[config.mk]
export PLATFORM = sky130hd
export DESIGN_NAME = riscv_id_ex_stage_flat
export DESIGN_NICKNAME = d
export VERILOG_FILES = /design/src/rtl/riscv_id_ex_stage_if.sv /design/src/rtl/riscv_id_ex_stage.sv /design/src/flat_wrapper.sv
export SDC_FILE = /design/constraint.sdc
export NUM_CORES = 1
export LEC_CHECK = 0
export CAP_MARGIN = 30
export CORE_ASPECT_RATIO = 0.7
export CORE_MARGIN = 2
export CORE_UTILIZATION = 30
export CTS_CLUSTER_SIZE = 30
export DETAILED_ROUTE_END_ITERATION = 8
export SYNTH_ARGS = -nofsm -noshare
export SYNTH_HDL_FRONTEND = slang
export SYNTH_SLANG_ARGS = --single-unit
[constraint.sdc]
create_clock -name clk -period 2.05 [get_ports clk]
set_clock_uncertainty 0.1 [all_clocks]
set_input_delay 0.41 -clock clk [delete_from_list [all_inputs] [get_ports clk]]
set_output_delay 0.41 -clock clk [all_outputs]
set_load 0.005 [all_outputs]
[src/rtl/riscv_id_ex_stage_if.sv]
// Handshake and data bundle between the decode/issue stage and its surroundings.
// The stage uses the slave modport; the upstream/ALU side (or a bench) uses master.
interface riscv_id_ex_stage_if #(
    parameter int WIDTH = 32,
    parameter int CNT_W = 16
);
    logic             in_valid;
    logic             in_ready;
    logic [31:0]      instr;
    logic [WIDTH-1:0] rs1_data;
    logic [WIDTH-1:0] rs2_data;
    logic             exmem_wen;
    logic [4:0]       exmem_rd;
    logic [WIDTH-1:0] exmem_data;
    logic             memwb_wen;
    logic [4:0]       memwb_rd;
    logic [WIDTH-1:0] memwb_data;
    logic             flush;
    logic             out_valid;
    logic             out_ready;
    logic [WIDTH-1:0] A;
    logic [WIDTH-1:0] B;
    logic [6:0]       ALUOp;
    logic [4:0]       rd;
    logic             wen;
    logic             illegal;
    logic [CNT_W-1:0] stall_cycles;

    modport slave (
        input  in_valid, instr, rs1_data, rs2_data,
        input  exmem_wen, exmem_rd, exmem_data,
        input  memwb_wen, memwb_rd, memwb_data,
        input  flush, out_ready,
        output in_ready, out_valid, A, B, ALUOp, rd, wen, illegal, stall_cycles
    );

    modport master (
        output in_valid, instr, rs1_data, rs2_data,
        output exmem_wen, exmem_rd, exmem_data,
        output memwb_wen, memwb_rd, memwb_data,
        output flush, out_ready,
        input  in_ready, out_valid, A, B, ALUOp, rd, wen, illegal, stall_cycles
    );
endinterface

[src/rtl/riscv_id_ex_stage.sv]
// RV32 decode/issue stage: decodes into the ALU op code, forwards operands and
// holds the result in a single-entry valid/ready pipeline register.
module riscv_id_ex_stage #(
    parameter int WIDTH = 32,
    parameter int CNT_W = 16
) (
    input  logic                clk,
    input  logic                rst,
    riscv_id_ex_stage_if.slave  bus
);
    localparam logic [6:0] OP_R = 7'b0110011;
    localparam logic [6:0] OP_I = 7'b0010011;

    logic [6:0]       opcode;
    logic [2:0]       funct3;
    logic [6:0]       funct7;
    logic [4:0]       rs_idx  [2];
    logic [WIDTH-1:0] rf_data [2];
    logic [WIDTH-1:0] fwd_data[2];
    logic [WIDTH-1:0] imm_ext;

    logic             valid_reg;
    logic [WIDTH-1:0] a_reg, a_next;
    logic [WIDTH-1:0] b_reg, b_next;
    logic [6:0]       op_reg, op_next;
    logic [4:0]       rd_reg;
    logic             wen_reg, wen_next;
    logic             illegal_reg, illegal_next;
    logic [CNT_W-1:0] stall_reg;
    logic             capture;

    assign opcode     = bus.instr[6:0];
    assign funct3     = bus.instr[14:12];
    assign funct7     = bus.instr[31:25];
    assign rs_idx[0]  = bus.instr[19:15];
    assign rs_idx[1]  = bus.instr[24:20];
    assign rf_data[0] = bus.rs1_data;
    assign rf_data[1] = bus.rs2_data;
    assign imm_ext    = {{(WIDTH-12){bus.instr[31]}}, bus.instr[31:20]};

    // x0 reads as zero; EX/MEM wins over MEM/WB when both target the same register.
    generate
        for (genvar gi = 0; gi < 2; gi++) begin : g_fwd
            assign fwd_data[gi] =
                (rs_idx[gi] == 5'd0)                              ? '0 :
                (bus.exmem_wen && (bus.exmem_rd == rs_idx[gi]))   ? bus.exmem_data :
                (bus.memwb_wen && (bus.memwb_rd == rs_idx[gi]))   ? bus.memwb_data :
                                                                    rf_data[gi];
        end
    endgenerate

    always_comb begin
        op_next      = 7'b1111111;
        illegal_next = 1'b1;
        a_next       = '0;
        b_next       = '0;
        if (opcode == OP_R) begin
            illegal_next = 1'b0;
            unique case ({funct7, funct3})
                {7'b0000000, 3'b000}: op_next = 7'b0000000;
                {7'b0100000, 3'b000}: op_next = 7'b0000001;
                {7'b0000001, 3'b000}: op_next = 7'b0000010;
                {7'b0000000, 3'b100}: op_next = 7'b0000110;
                {7'b0000000, 3'b110}: op_next = 7'b0000101;
                {7'b0000000, 3'b111}: op_next = 7'b0000100;
                default: begin
                    op_next      = 7'b1111111;
                    illegal_next = 1'b1;
                end
            endcase
            if (!illegal_next) begin
                a_next = fwd_data[0];
                b_next = fwd_data[1];
            end
        end else if (opcode == OP_I) begin
            illegal_next = 1'b0;
            unique case (funct3)
                3'b000:  op_next = 7'b0000000;
                3'b100:  op_next = 7'b0000110;
                3'b110:  op_next = 7'b0000101;
                3'b111:  op_next = 7'b0000100;
                default: begin
                    op_next      = 7'b1111111;
                    illegal_next = 1'b1;
                end
            endcase
            if (!illegal_next) begin
                a_next = fwd_data[0];
                b_next = imm_ext;
            end
        end
        wen_next = !illegal_next && (bus.instr[11:7] != 5'd0);
    end

    // out_ready only reaches in_ready; the register outputs never see it combinationally.
    assign bus.in_ready = !valid_reg || bus.out_ready;
    assign capture      = bus.in_valid && bus.in_ready && !bus.flush;

    always_ff @(posedge clk or negedge rst) begin
        if (!rst) begin
            valid_reg   <= 1'b0;
            a_reg       <= '0;
            b_reg       <= '0;
            op_reg      <= '0;
            rd_reg      <= '0;
            wen_reg     <= 1'b0;
            illegal_reg <= 1'b0;
            stall_reg   <= '0;
        end else begin
            if (bus.flush) begin
                valid_reg <= 1'b0;
            end else if (capture) begin
                valid_reg   <= 1'b1;
                a_reg       <= a_next;
                b_reg       <= b_next;
                op_reg      <= op_next;
                rd_reg      <= bus.instr[11:7];
                wen_reg     <= wen_next;
                illegal_reg <= illegal_next;
            end else if (bus.out_ready) begin
                valid_reg <= 1'b0;
            end
            if (valid_reg && !bus.out_ready && !bus.flush && (stall_reg != '1)) begin
                stall_reg <= stall_reg + CNT_W'(1);
            end
        end
    end

    assign bus.out_valid    = valid_reg;
    assign bus.A            = a_reg;
    assign bus.B            = b_reg;
    assign bus.ALUOp        = op_reg;
    assign bus.rd           = rd_reg;
    assign bus.wen          = wen_reg;
    assign bus.illegal      = illegal_reg;
    assign bus.stall_cycles = stall_reg;
endmodule

[src/flat_wrapper.sv]
// flat-port wrapper written by rule: the top's interface ports become plain ports
module riscv_id_ex_stage_flat 
#(
    parameter int WIDTH = 32,
    parameter int CNT_W = 16
)
  (clk, rst, bus_in_valid, bus_instr, bus_rs1_data, bus_rs2_data, bus_exmem_wen, bus_exmem_rd, bus_exmem_data, bus_memwb_wen, bus_memwb_rd, bus_memwb_data, bus_flush, bus_out_ready, bus_in_ready, bus_out_valid, bus_A, bus_B, bus_ALUOp, bus_rd, bus_wen, bus_illegal, bus_stall_cycles);
  riscv_id_ex_stage_if #(.WIDTH(WIDTH), .CNT_W(CNT_W)) bus_i ();
  input  logic clk;
  input  logic rst;
  input wire logic [$bits(bus_i.in_valid)-1:0] bus_in_valid;
  input wire logic [$bits(bus_i.instr)-1:0] bus_instr;
  input wire logic [$bits(bus_i.rs1_data)-1:0] bus_rs1_data;
  input wire logic [$bits(bus_i.rs2_data)-1:0] bus_rs2_data;
  input wire logic [$bits(bus_i.exmem_wen)-1:0] bus_exmem_wen;
  input wire logic [$bits(bus_i.exmem_rd)-1:0] bus_exmem_rd;
  input wire logic [$bits(bus_i.exmem_data)-1:0] bus_exmem_data;
  input wire logic [$bits(bus_i.memwb_wen)-1:0] bus_memwb_wen;
  input wire logic [$bits(bus_i.memwb_rd)-1:0] bus_memwb_rd;
  input wire logic [$bits(bus_i.memwb_data)-1:0] bus_memwb_data;
  input wire logic [$bits(bus_i.flush)-1:0] bus_flush;
  input wire logic [$bits(bus_i.out_ready)-1:0] bus_out_ready;
  output wire logic [$bits(bus_i.in_ready)-1:0] bus_in_ready;
  output wire logic [$bits(bus_i.out_valid)-1:0] bus_out_valid;
  output wire logic [$bits(bus_i.A)-1:0] bus_A;
  output wire logic [$bits(bus_i.B)-1:0] bus_B;
  output wire logic [$bits(bus_i.ALUOp)-1:0] bus_ALUOp;
  output wire logic [$bits(bus_i.rd)-1:0] bus_rd;
  output wire logic [$bits(bus_i.wen)-1:0] bus_wen;
  output wire logic [$bits(bus_i.illegal)-1:0] bus_illegal;
  output wire logic [$bits(bus_i.stall_cycles)-1:0] bus_stall_cycles;
  assign bus_i.in_valid = bus_in_valid;
  assign bus_i.instr = bus_instr;
  assign bus_i.rs1_data = bus_rs1_data;
  assign bus_i.rs2_data = bus_rs2_data;
  assign bus_i.exmem_wen = bus_exmem_wen;
  assign bus_i.exmem_rd = bus_exmem_rd;
  assign bus_i.exmem_data = bus_exmem_data;
  assign bus_i.memwb_wen = bus_memwb_wen;
  assign bus_i.memwb_rd = bus_memwb_rd;
  assign bus_i.memwb_data = bus_memwb_data;
  assign bus_i.flush = bus_flush;
  assign bus_i.out_ready = bus_out_ready;
  assign bus_in_ready = bus_i.in_ready;
  assign bus_out_valid = bus_i.out_valid;
  assign bus_A = bus_i.A;
  assign bus_B = bus_i.B;
  assign bus_ALUOp = bus_i.ALUOp;
  assign bus_rd = bus_i.rd;
  assign bus_wen = bus_i.wen;
  assign bus_illegal = bus_i.illegal;
  assign bus_stall_cycles = bus_i.stall_cycles;
  riscv_id_ex_stage #(.WIDTH(WIDTH), .CNT_W(CNT_W)) u_core (.clk(clk), .rst(rst), .bus(bus_i));
endmodule
==> flow_metrics.env, run 1 <==
export IMPL_placement_rows=42
export IMPL_area_growth_pct=84.6
export IMPL_cp_max_fo=8
export IMPL_vdd_ir_drop_max_mv=0.340
export IMPL_multi_input_area_um2=3600
export IMPL_nFillCells=1665
export IMPL_fmax_mhz=487
export IMPL_gr_max_usage_layer="met2"
export IMPL_worst_slack_ns=-0.00461
export IMPL_ys_dominant_reg_cell="dfrtp_1"
export IMPL_clk_latency_ns=0.35
export IMPL_h_tree_depth=3
export IMPL_power_density_nw_per_um2=463
export IMPL_maxCapViolCount=0
export IMPL_fp_coreArea_um2=18900
export IMPL_initial_core_util_pct=30.6
export IMPL_cts_sinks=91
export IMPL_globalRouteMet3Util_pct=7.09
export IMPL_setup_violations_final=1
export IMPL_status="finished with violations"
export IMPL_syn_area_um2=5770
export IMPL_worst_pin_slew_ns=0.428
export IMPL_clkTransAtPathRegs_ns=0.07
export IMPL_grt_max_degree=62
export IMPL_crit_arrival_ns=2.19
export IMPL_regArea_um2=2280
export IMPL_drv_slew=0
export IMPL_r2r_setup_slack_ns=0.20
export IMPL_finalHoldViolCount=0
export IMPL_leakage_nw=4.65
export IMPL_final_net_count=1214
export IMPL_avgSynthCellArea_um2=8.52
export IMPL_dr_first_iter_drc_count=569
export IMPL_post_route_period_util_pct=100
export IMPL_post_route_util_pct=56.4
export IMPL_grt_util_met2_pct=40.7
export IMPL_synth_cell_type_count=51
export IMPL_vias_per_cell=5.32
export IMPL_grt_pass1_vias=6805
export IMPL_synth_nets=855
export IMPL_layout_drive_gt1_share_pct=23.2
export IMPL_cp_end_kind="flip-flop"
export IMPL_slew_headroom_pct=71.5
export IMPL_ant_nets=0
export IMPL_wl_um=27500
export IMPL_vias=6828
export IMPL_fin_setup_tns_ns=-0.00461
export IMPL_cp_data_required_time_ns=2.19
export IMPL_grt_pass1_wl_um=41000
export IMPL_synth_edf_count=0
export IMPL_routedWlPerCell_um=21.4
export IMPL_ios=273
export IMPL_synth_warnings=0
export IMPL_track_usage_pct=26.7
export IMPL_die_w_um=170
export IMPL_drc_errors=0
export IMPL_pre_cts_ws_ns=-0.895
export IMPL_hold_path_class="flip-flop to flip-flop"
export IMPL_cts_path_max_buffers=2
export IMPL_ys_async_sr_fraction_pct=100
export IMPL_gr_total_overflow=0
export IMPL_gp_congestion=0.909
export IMPL_fin_crit_ns=2.05
export IMPL_grt_use_met1_pct=37.8
export IMPL_cts_tree="built"
export IMPL_seq_area_frac_synth_pct=39.5
export IMPL_synth_cells=677
export IMPL_antenna_found_initial=1
export IMPL_die_y_um=120
export IMPL_dp_hpwl_um=19900
export IMPL_die_area_um2=20400
export IMPL_start_kind="input pin"
export IMPL_fin_area_um2=10600
export IMPL_port_buffers=272
export IMPL_cts_made_buffers=9
export IMPL_ys_seq_elements=91
export IMPL_placedInstanceArea_um2=9660
export IMPL_n_antenna_cell=0
export IMPL_violations="setup timing"
export IMPL_first_pass_iters=6
export IMPL_root_buffer="clkbuf_16"
export IMPL_timing_worst_setup_path_type="input pin to flip-flop"
## cell families (layout without fill, tap and decap cells)
kind of cell	after synthesis	count (layout)	synth area share [%]
mux	1	1	0.195
fa+ha+maj	2	2	0.391
xor+xnor	34	34	5.16
flops	91	91	39.5
compound gates	215	215	28.6
buf+inv	73	437	5.25
simple gates	261	261	21.0
## worst max-delay path, stage by stage
cell,delay [ns]
clkdlybuf4s15_2,0.22
xnor2_2,0.16
nand3_2,0.11
or3_4,0.51
buf_12,0.19
a221o_1,0.35
a31o_2,0.23
## through the flow
| stage | hold slack, ns | power [W] | cells |
|---|---|---|---|
| 6_report | 0.383 | 0.00493 | 1283 |
| 5_1_grt | 0.400 | 0.00514 | 1283 |
| 4_1_cts | 0.385 | 0.00496 | 1280 |
| 3_5_place_dp | 0.274 | 0.00321 | 1245 |
| 3_3_place_gp | 0.268 | 0.00321 | 1245 |
| 2_1_floorplan | 0.0144 | 0.00234 | 677 |
## timing repair
item,4_1_cts,5_1_grt
hold buffers,1,0
setup endpoints to repair,69,65
endpoints found under the hold margin,24,0
gates cloned,7,3
resized for setup,105,52
setup buffers,12,5
pin swaps,24,53
## power breakdown
group	internal (W)	switching (W)	leakage (nW)	total (W)
sequential	0.00186	0.0000662	1.24	0.00193
clock	0.000867	0.000777	0.139	0.00164
combinational	0.000790	0.000569	3.27	0.00136
## area by class of cell
| class | count | area share [%] |
|---|---|---|
| tap | 242 | 2.84 |
| timing repair buffer | 405 | 38.7 |
| inverter | 16 | 0.564 |
| clock inverter | 6 | 0.447 |
| clock buffer | 10 | 2.24 |
| multi-input combinational | 513 | 33.8 |
| sequential | 91 | 21.4 |
## cells in the mapped netlist (2+ instances only)
library cell	instances	share of area, %
a2bb2oi_1	7	1.1
nand2_1	121	7.9
a31o_2	18	2.7
dfrtp_1	91	39
a211o_1	19	2.9
nor3b_1	2	0.26
and2_1	37	4.0
nor4_1	7	0.76
nand3_1	10	0.87
clkbuf_1	47	3.1
buf_4	4	0.52
o21ai_0	23	2.0
nor2b_1	2	0.22
a221oi_1	31	4.7
nand4_1	3	0.33
a221o_1	33	5.7
buf_2	5	0.43
a31o_1	7	1.1
xor2_1	4	0.61
or3_1	3	0.33
inv_1	15	0.98
o21ai_1	12	1.0
a32o_1	4	0.69
a21o_1	9	1.2
and3_1	2	0.22
or4_1	5	0.65
xnor2_1	30	4.6
o31ai_1	9	1.2
nor3_1	5	0.43
a22o_1	2	0.30
nor2_1	52	3.4
nand2b_1	6	0.65
a21oi_1	34	3.0
## cell usage in the layout, fill, tap and decap left out, types with 5 or more instances in the layout
cell             instances
a2bb2oi_1                7
a31o_1                   7
inv_1                   15
buf_6                    9
xnor2_2                  8
a21o_1                   9
nor2_1                  46
dlygate4sd2_1            7
a221oi_1                12
o21ai_1                 19
buf_16                   5
a221oi_2                16
a211o_1                 19
nand2_1                120
xnor2_1                 22
a31o_2                  18
buf_4                   99
and2_1                  37
clkbuf_2                 8
a221o_1                 33
dlymetal6s2s_1          10
o31ai_1                  7
o21ai_0                 13
nand3_1                  8
clkbuf_16               12
buf_12                  17
nor4_1                   6
clkdlybuf4s50_1        238
a21oi_1                 33
dfrtp_1                 91
## routing by layer
metal,vias up,share of wire (%)
met3,37,8.6
met1,3258,46
met5,-,0.040
met4,2,1.6
li1,3201,-
met2,330,44
## path summary, 6_finish.rpt
kind                                       from               end  cells past startpoint
setup / recovery                  bus_instr[23]  u_core.bus.B[14]                      7
max in group asynchronous                   rst  u_core.bus.A[16]                      3
hold / removal                 u_core.bus.rd[2]  u_core.bus.rd[2]                      2
min in group asynchronous                   rst   u_core.bus.B[3]                      2
setup reg to reg           u_core.bus.out_valid  u_core.bus.A[15]                      7
hold reg to reg                u_core.bus.rd[2]  u_core.bus.rd[2]                      2
(Power assumes the default switching activity.)
==> run 2, diff against run 1 <==
--- a/config.mk
+++ b/config.mk
@@ -11,6 +11,7 @@
 export CORE_UTILIZATION = 30
 export CTS_CLUSTER_SIZE = 30
 export DETAILED_ROUTE_END_ITERATION = 8
+export SETUP_SLACK_MARGIN = 0.02
 export SYNTH_ARGS = -nofsm -noshare
 export SYNTH_HDL_FRONTEND = slang
 export SYNTH_SLANG_ARGS = --single-unit
==> constraint.sdc (replaced) <==
create_clock -name clk -period 1.77 [get_ports clk]
set_clock_uncertainty 0.1 [all_clocks]
set_input_delay 0.354 -clock clk [delete_from_list [all_inputs] [get_ports clk]]
set_output_delay 0.354 -clock clk [all_outputs]
set_load 0.005 [all_outputs]
==> run 2 against run 1 <==
Compared with the run above: combinational power rose by 32%; non-clock buffer count grew 34; worst setup slack worse by 0.19 ns; via count grew 4.5%; register-to-register slack worse by 0.30 ns; largest cell class unchanged; the flow still finishes with violations (setup timing); highest routed layer is now met4; clock-buffer cell count did not move; cell area is 11% higher.
==> flow_metrics.env, run 2 (synthesized netlist as in run 1, its figures left out) <==
export IMPL_status="finished with violations"
export IMPL_violations="setup timing"
export IMPL_gr_max_usage_layer="met2"
export IMPL_maxCapViolCount=0
export IMPL_initial_core_util_pct=30.6
export IMPL_worstSetupStartpoint="bus_memwb_wen"
export IMPL_r2r_setup_slack_ns=-0.10
export IMPL_gp_congestion=0.910
export IMPL_fin_crit_ns=1.97
export IMPL_clk_latency_ns=0.34
export IMPL_globalRouteMet3Util_pct=6.13
export IMPL_cp_max_fo=5
export IMPL_cts_sinks=91
export IMPL_hold_ws_ns=0.246
export IMPL_crit_arrival_ns=2.09
export IMPL_first_pass_iters=5
export IMPL_final_cell_mix="clkdlybuf4s50_1, nand2_1, buf_4, dfrtp_1, nor2_1"
export IMPL_cts_made_buffers=9
export IMPL_timing_worst_setup_path_type="input pin to flip-flop"
export IMPL_worst_pin_slew_ns=0.364
export IMPL_leakage_nw=5.29
export IMPL_dr_first_iter_drc_count=557
export IMPL_fin_setup_tns_ns=-8.69
export IMPL_cp_end_kind="flip-flop"
export IMPL_drv_slew=0
export IMPL_gr_total_overflow=0
export IMPL_fp_coreArea_um2=18900
export IMPL_vias_per_cell=5.42
export IMPL_final_cells=1316
export IMPL_die_y_um=120
export IMPL_routedWlPerCell_um=22.1
export IMPL_placement_rows=42
export IMPL_critPathMaxStageDelay_ns=0.63
export IMPL_worst_slack_ns=-0.196
export IMPL_setup_violations_final=71
export IMPL_crit_buf_inv=3
export IMPL_start_kind="input pin"
export IMPL_cp_cell_sequence="dlygate4sd2_1 > inv_1 > or4_4 > buf_12 > a221o_1 > a32o_1"
export IMPL_reg2reg_from="u_core.bus.out_valid"
export IMPL_antenna_found_initial=0
export IMPL_fmax_mhz=509
export IMPL_cp_slowest_cell="or4_4"
export IMPL_grt_use_met1_pct=38.5
export IMPL_vdd_ir_drop_max_mv=0.510
export IMPL_cp_data_required_time_ns=1.90
export IMPL_layout_drive_gt1_share_pct=32.1
export IMPL_die_area_um2=20400
export IMPL_cts_tree="built"
export IMPL_post_route_period_util_pct=111
export IMPL_port_buffers=272
export IMPL_wl_um=29100
export IMPL_finalHoldViolCount=0
export IMPL_hold_path_class="input pin to async pin"
export IMPL_grt_pass1_vias=7086
export IMPL_worstRegToRegCells=8
export IMPL_cts_path_max_buffers=2
export IMPL_slew_headroom_pct=75.5
export IMPL_h_tree_depth=3
export IMPL_nFillCells=1584
export IMPL_ios=273
export IMPL_root_buffer="clkbuf_16"
export IMPL_timing_rr_end="u_core.bus.A[28]"
export IMPL_power_density_nw_per_um2=526
export IMPL_vias=7134
export IMPL_track_usage_pct=27.2
export IMPL_regArea_um2=2280
export IMPL_clkTransAtPathRegs_ns=0.07
export IMPL_area_growth_pct=105
export IMPL_n_antenna_cell=0
export IMPL_grt_pass1_wl_um=41900
export IMPL_place_inst=1256
export IMPL_grt_util_met2_pct=43.5
export IMPL_dp_hpwl_um=19600
export IMPL_grt_max_degree=62
export IMPL_final_common_cell="clkdlybuf4s50_1"
export IMPL_final_net_count=1248
export IMPL_multi_input_area_um2=4190
export IMPL_drc_errors=0
export IMPL_die_w_um=170
export IMPL_rsz0062_at_grt="yes"
export IMPL_critical_path_top_delay_family="simple AND/OR/NAND/NOR gates"
export IMPL_ant_nets=0
## run 2: where the power goes
group | total [W] | internal (W) | switching [W]
logic | 0.00180 | 0.00104 | 0.000764
clock network | 0.00219 | 0.00128 | 0.000908
registers | 0.00222 | 0.00216 | 0.0000608
## run 2: area by class of cell
cell class / instances / area share (%)
clock buffers: 10 / 2.02
clock inverters: 5 / 0.721
inverters: 16 / 0.530
multi-input cells: 513 / 35.5
flip-flops and latches: 91 / 19.3
well taps: 242 / 2.57
repair buffers: 439 / 39.3
## run 2: worst reg2reg max path, stage by stage, from the launching register on
cell and delay [ns]:
dfrtp_1 0.40, nor2b_4 0.14, nor4_2 0.22, buf_4 0.18
o21ai_4 0.08, buf_12 0.14, buf_12 0.14, a211o_1 0.28
o21ai_1 0.13
## run 2: metal layers
layer / vias up / routed length (um)
li1: 3260 / -
met5: - / 0
met1: 3502 / 12900
met2: 350 / 13400
met3: 22 / 2490
met4: 0 / 309
## run 2: worst max path at each step
| stage | cells after the start | end |
|---|---|---|
| floorplan | 7 | u_core.bus.A[29] |
| global placement | 7 | u_core.bus.A[14] |
| detailed placement | 8 | u_core.bus.A[18] |
| CTS | 7 | u_core.bus.A[14] |
| global route | 8 | u_core.bus.A[4] |
| finish | 6 | u_core.bus.A[14] |
## run 2: metrics by stage
stage	util [%]	setup slack, ns	power [W]	area (um^2)
after global placement	52.5	-1.10	0.00378	9910
final	62.6	-0.196	0.00621	11800
after floorplan	-	-0.320	0.00274	5970
after detailed placement	52.5	-1.13	0.00379	9910
after global routing	62.6	-0.252	0.00646	11800
after CTS	58.8	-0.203	0.00606	11100
## run 2: what timing repair did
action | CTS | global route
pin swaps | 60 | 89
endpoints found under the setup margin | 108 | 95
gates cloned | 10 | 4
endpoints found under the hold margin | 91 | 0
buffers inserted | 19 | 16
hold buffers | 1 | 0
resized for setup | 229 | 117
==> run 3, diff against run 2 <==
--- a/config.mk
+++ b/config.mk
@@ -8,9 +8,11 @@
 export CAP_MARGIN = 30
 export CORE_ASPECT_RATIO = 0.7
 export CORE_MARGIN = 2
-export CORE_UTILIZATION = 30
+export CORE_UTILIZATION = 38
 export CTS_CLUSTER_SIZE = 30
 export DETAILED_ROUTE_END_ITERATION = 8
+export PLACE_DENSITY = 0.78
+export RECOVER_POWER = 100
 export SETUP_SLACK_MARGIN = 0.02
 export SYNTH_ARGS = -nofsm -noshare
 export SYNTH_HDL_FRONTEND = slang
==> run 3 against run 2 <==
Compared with the run above: the run still ends with setup timing left; critical endpoint is now u_core.bus.A[29]; clock-buffer cell count unchanged; clock power up 4%; critical path depth up 1; global-route usage up 7.9 points; critical path type unchanged; routed wire length up 8.5%; combinational power up 7%; worst setup slack worse by 0.13 ns.
==> flow_metrics.env, run 3 (synthesized netlist as in run 1, its figures left out) <==
export IMPL_cp_end_kind="flip-flop"
export IMPL_setup_violations_final=80
export IMPL_fmax_mhz=476
export IMPL_status="finished with violations"
export IMPL_vdd_ir_drop_max_mv=0.483
export IMPL_die_area_um2=16200
export IMPL_holdCritStartpoint="bus_instr[28]"
export IMPL_timing_rr_end="u_core.bus.stall_cycles[4]"
export IMPL_post_route_period_util_pct=119
export IMPL_fin_crit_ns=2.10
export IMPL_slew_headroom_pct=38.6
export IMPL_clkTransAtPathRegs_ns=0.07
export IMPL_drc_errors=0
export IMPL_grt_max_degree=92
export IMPL_dr_first_iter_drc_count=754
export IMPL_hold_end="u_core.bus.B[8]"
export IMPL_final_cell_mix="clkdlybuf4s50_1, nand2_1, buf_4, dfrtp_1, nor2_1"
export IMPL_r2r_setup_slack_ns=-0.20
export IMPL_fin_area_um2=11900
export IMPL_clockPowerShare_pct=35.5
export IMPL_rsz0062_at_grt="yes"
export IMPL_layout_drive_gt1_share_pct=33.0
export IMPL_power_switching_w=0.00182
export IMPL_grt_pass1_vias=7632
export IMPL_reg2reg_from="u_core.bus.stall_cycles[0]"
export IMPL_p_seq_share_pct=34.6
export IMPL_p_sw_share_pct=28.2
export IMPL_final_net_count=1262
export IMPL_die_y_um=107
export IMPL_intPower_w=0.00462
export IMPL_first_pass_iters=6
export IMPL_final_common_cell="clkdlybuf4s50_1"
export IMPL_placement_rows=37
export IMPL_finalHoldViolCount=0
export IMPL_vias=7793
export IMPL_h_tree_depth=3
export IMPL_fin_setup_tns_ns=-13.37
export IMPL_ant_nets=0
export IMPL_dp_hpwl_um=18700
export IMPL_die_w_um=151
export IMPL_fp_coreArea_um2=14800
export IMPL_cp_data_required_time_ns=1.91
export IMPL_power_density_nw_per_um2=541
export IMPL_gp_congestion=0.918
export IMPL_wl_um=31600
export IMPL_worst_slack_ns=-0.329
export IMPL_initial_core_util_pct=39.0
export IMPL_area_growth_pct=106
export IMPL_hold_depth=4
export IMPL_worst_pin_slew_ns=0.921
export IMPL_antenna_found_initial=3
export IMPL_cp_max_fo=7
export IMPL_clk_latency_ns=0.35
export IMPL_crit_arrival_ns=2.24
export IMPL_nFillCells=899
export IMPL_cts_sinks=91
export IMPL_timing_worst_setup_path_type="input pin to flip-flop"
export IMPL_leakage_nw=5.22
export IMPL_cts_tree="built"
export IMPL_cts_path_max_buffers=2
export IMPL_worstRegToRegCells=9
export IMPL_hold_path_class="input pin to flip-flop"
export IMPL_port_buffers=272
export IMPL_grt_pass1_wl_um=43100
export IMPL_routedWlPerCell_um=24.6
export IMPL_place_inst=1201
export IMPL_gr_total_overflow=0
export IMPL_start_kind="input pin"
export IMPL_violations="setup timing"
export IMPL_p_comb_share_pct=29.9
export IMPL_cts_made_buffers=9
export IMPL_ios=273
export IMPL_final_cells=1287
export IMPL_track_usage_pct=35.2
export IMPL_maxCapViolCount=0
export IMPL_placedInstanceArea_um2=9720
export IMPL_root_buffer="clkbuf_16"
export IMPL_drv_slew=0
export IMPL_vias_per_cell=6.06
==> run 3: final cells by class <==
class / instances / area (um^2) / area share, %
Multi-Input combinational cell: 513 / 4290 / 36.1
Antenna cell: 3 / 7.51 / 0.0631
Tap cell: 195 / 244 / 2.05
Clock inverter: 6 / 113 / 0.947
Timing Repair Buffer: 453 / 4670 / 39.2
Clock buffer: 10 / 229 / 1.92
Sequential cell: 91 / 2280 / 19.2
Inverter: 16 / 62.6 / 0.526
==> run 3: power groups by stage <==
stage / logic [W] / clock network (W) / registers [W]
6_report: 0.00193 / 0.00228 / 0.00223
4_1_cts: 0.00164 / 0.00227 / 0.00221
2_1_floorplan: 0.000472 / 0 / 0.00226
3_5_place_dp: 0.00150 / 0 / 0.00225
5_1_grt: 0.00203 / 0.00236 / 0.00223
3_3_place_gp: 0.00148 / 0 / 0.00224
==> run 3: through the flow <==
stage | utilization, % | setup WS, ns | total power [W] | hold WS, ns
6_report | 80.6 | -0.329 | 0.00644 | 0.312
5_1_grt | 80.6 | -0.306 | 0.00662 | 0.351
4_1_cts | 76.7 | -0.242 | 0.00612 | 0.238
3_5_place_dp | 65.8 | -1.15 | 0.00374 | 0.352
3_3_place_gp | 65.8 | -1.10 | 0.00372 | 0.350
2_1_floorplan | - | -0.320 | 0.00274 | -0.0416
==> run 3: how the worst max path moves through the flow <==
stage                    start               end  slack (ns)  cells past startpoint
2_1_floorplan  bus_memwb_rd[1]  u_core.bus.A[29]       -0.32                      7
3_3_place_gp   bus_memwb_rd[1]  u_core.bus.A[29]       -1.10                      7
3_5_place_dp   bus_memwb_rd[1]  u_core.bus.A[29]       -1.15                      7
4_1_cts          bus_instr[16]  u_core.bus.A[29]       -0.24                      7
5_1_grt          bus_instr[16]   u_core.bus.A[5]       -0.31                      7
6_report         bus_instr[16]  u_core.bus.A[29]       -0.33                      7
==> run 3: routing by layer <==
metal	vias to the layer above	global-route usage [%]	wire [um]
li1	3303	-	-
met1	3736	46.0	11800
met2	607	56.7	14800
met3	147	9.15	3390
met4	0	11.9	1660
met5	-	0	0
==> run 3: worst max-delay path: stages <==
cell and delay, ns:
buf_8 0.10, xnor2_4 0.20, nand3_2 0.14, or4_4 0.64, buf_12 0.19, a221o_1 0.33
a32o_1 0.27
==> run 3: timing repair <==
| action | 4_1_cts | 5_1_grt |
|---|---|---|
| cloned | 15 | 1 |
| resized for setup | 262 | 111 |
| hold buffers | 1 | 0 |
| endpoints found under the hold margin | 29 | 0 |
| setup endpoints to repair | 111 | 102 |
| setup buffers | 33 | 24 |
| pin swaps | 95 | 72 |
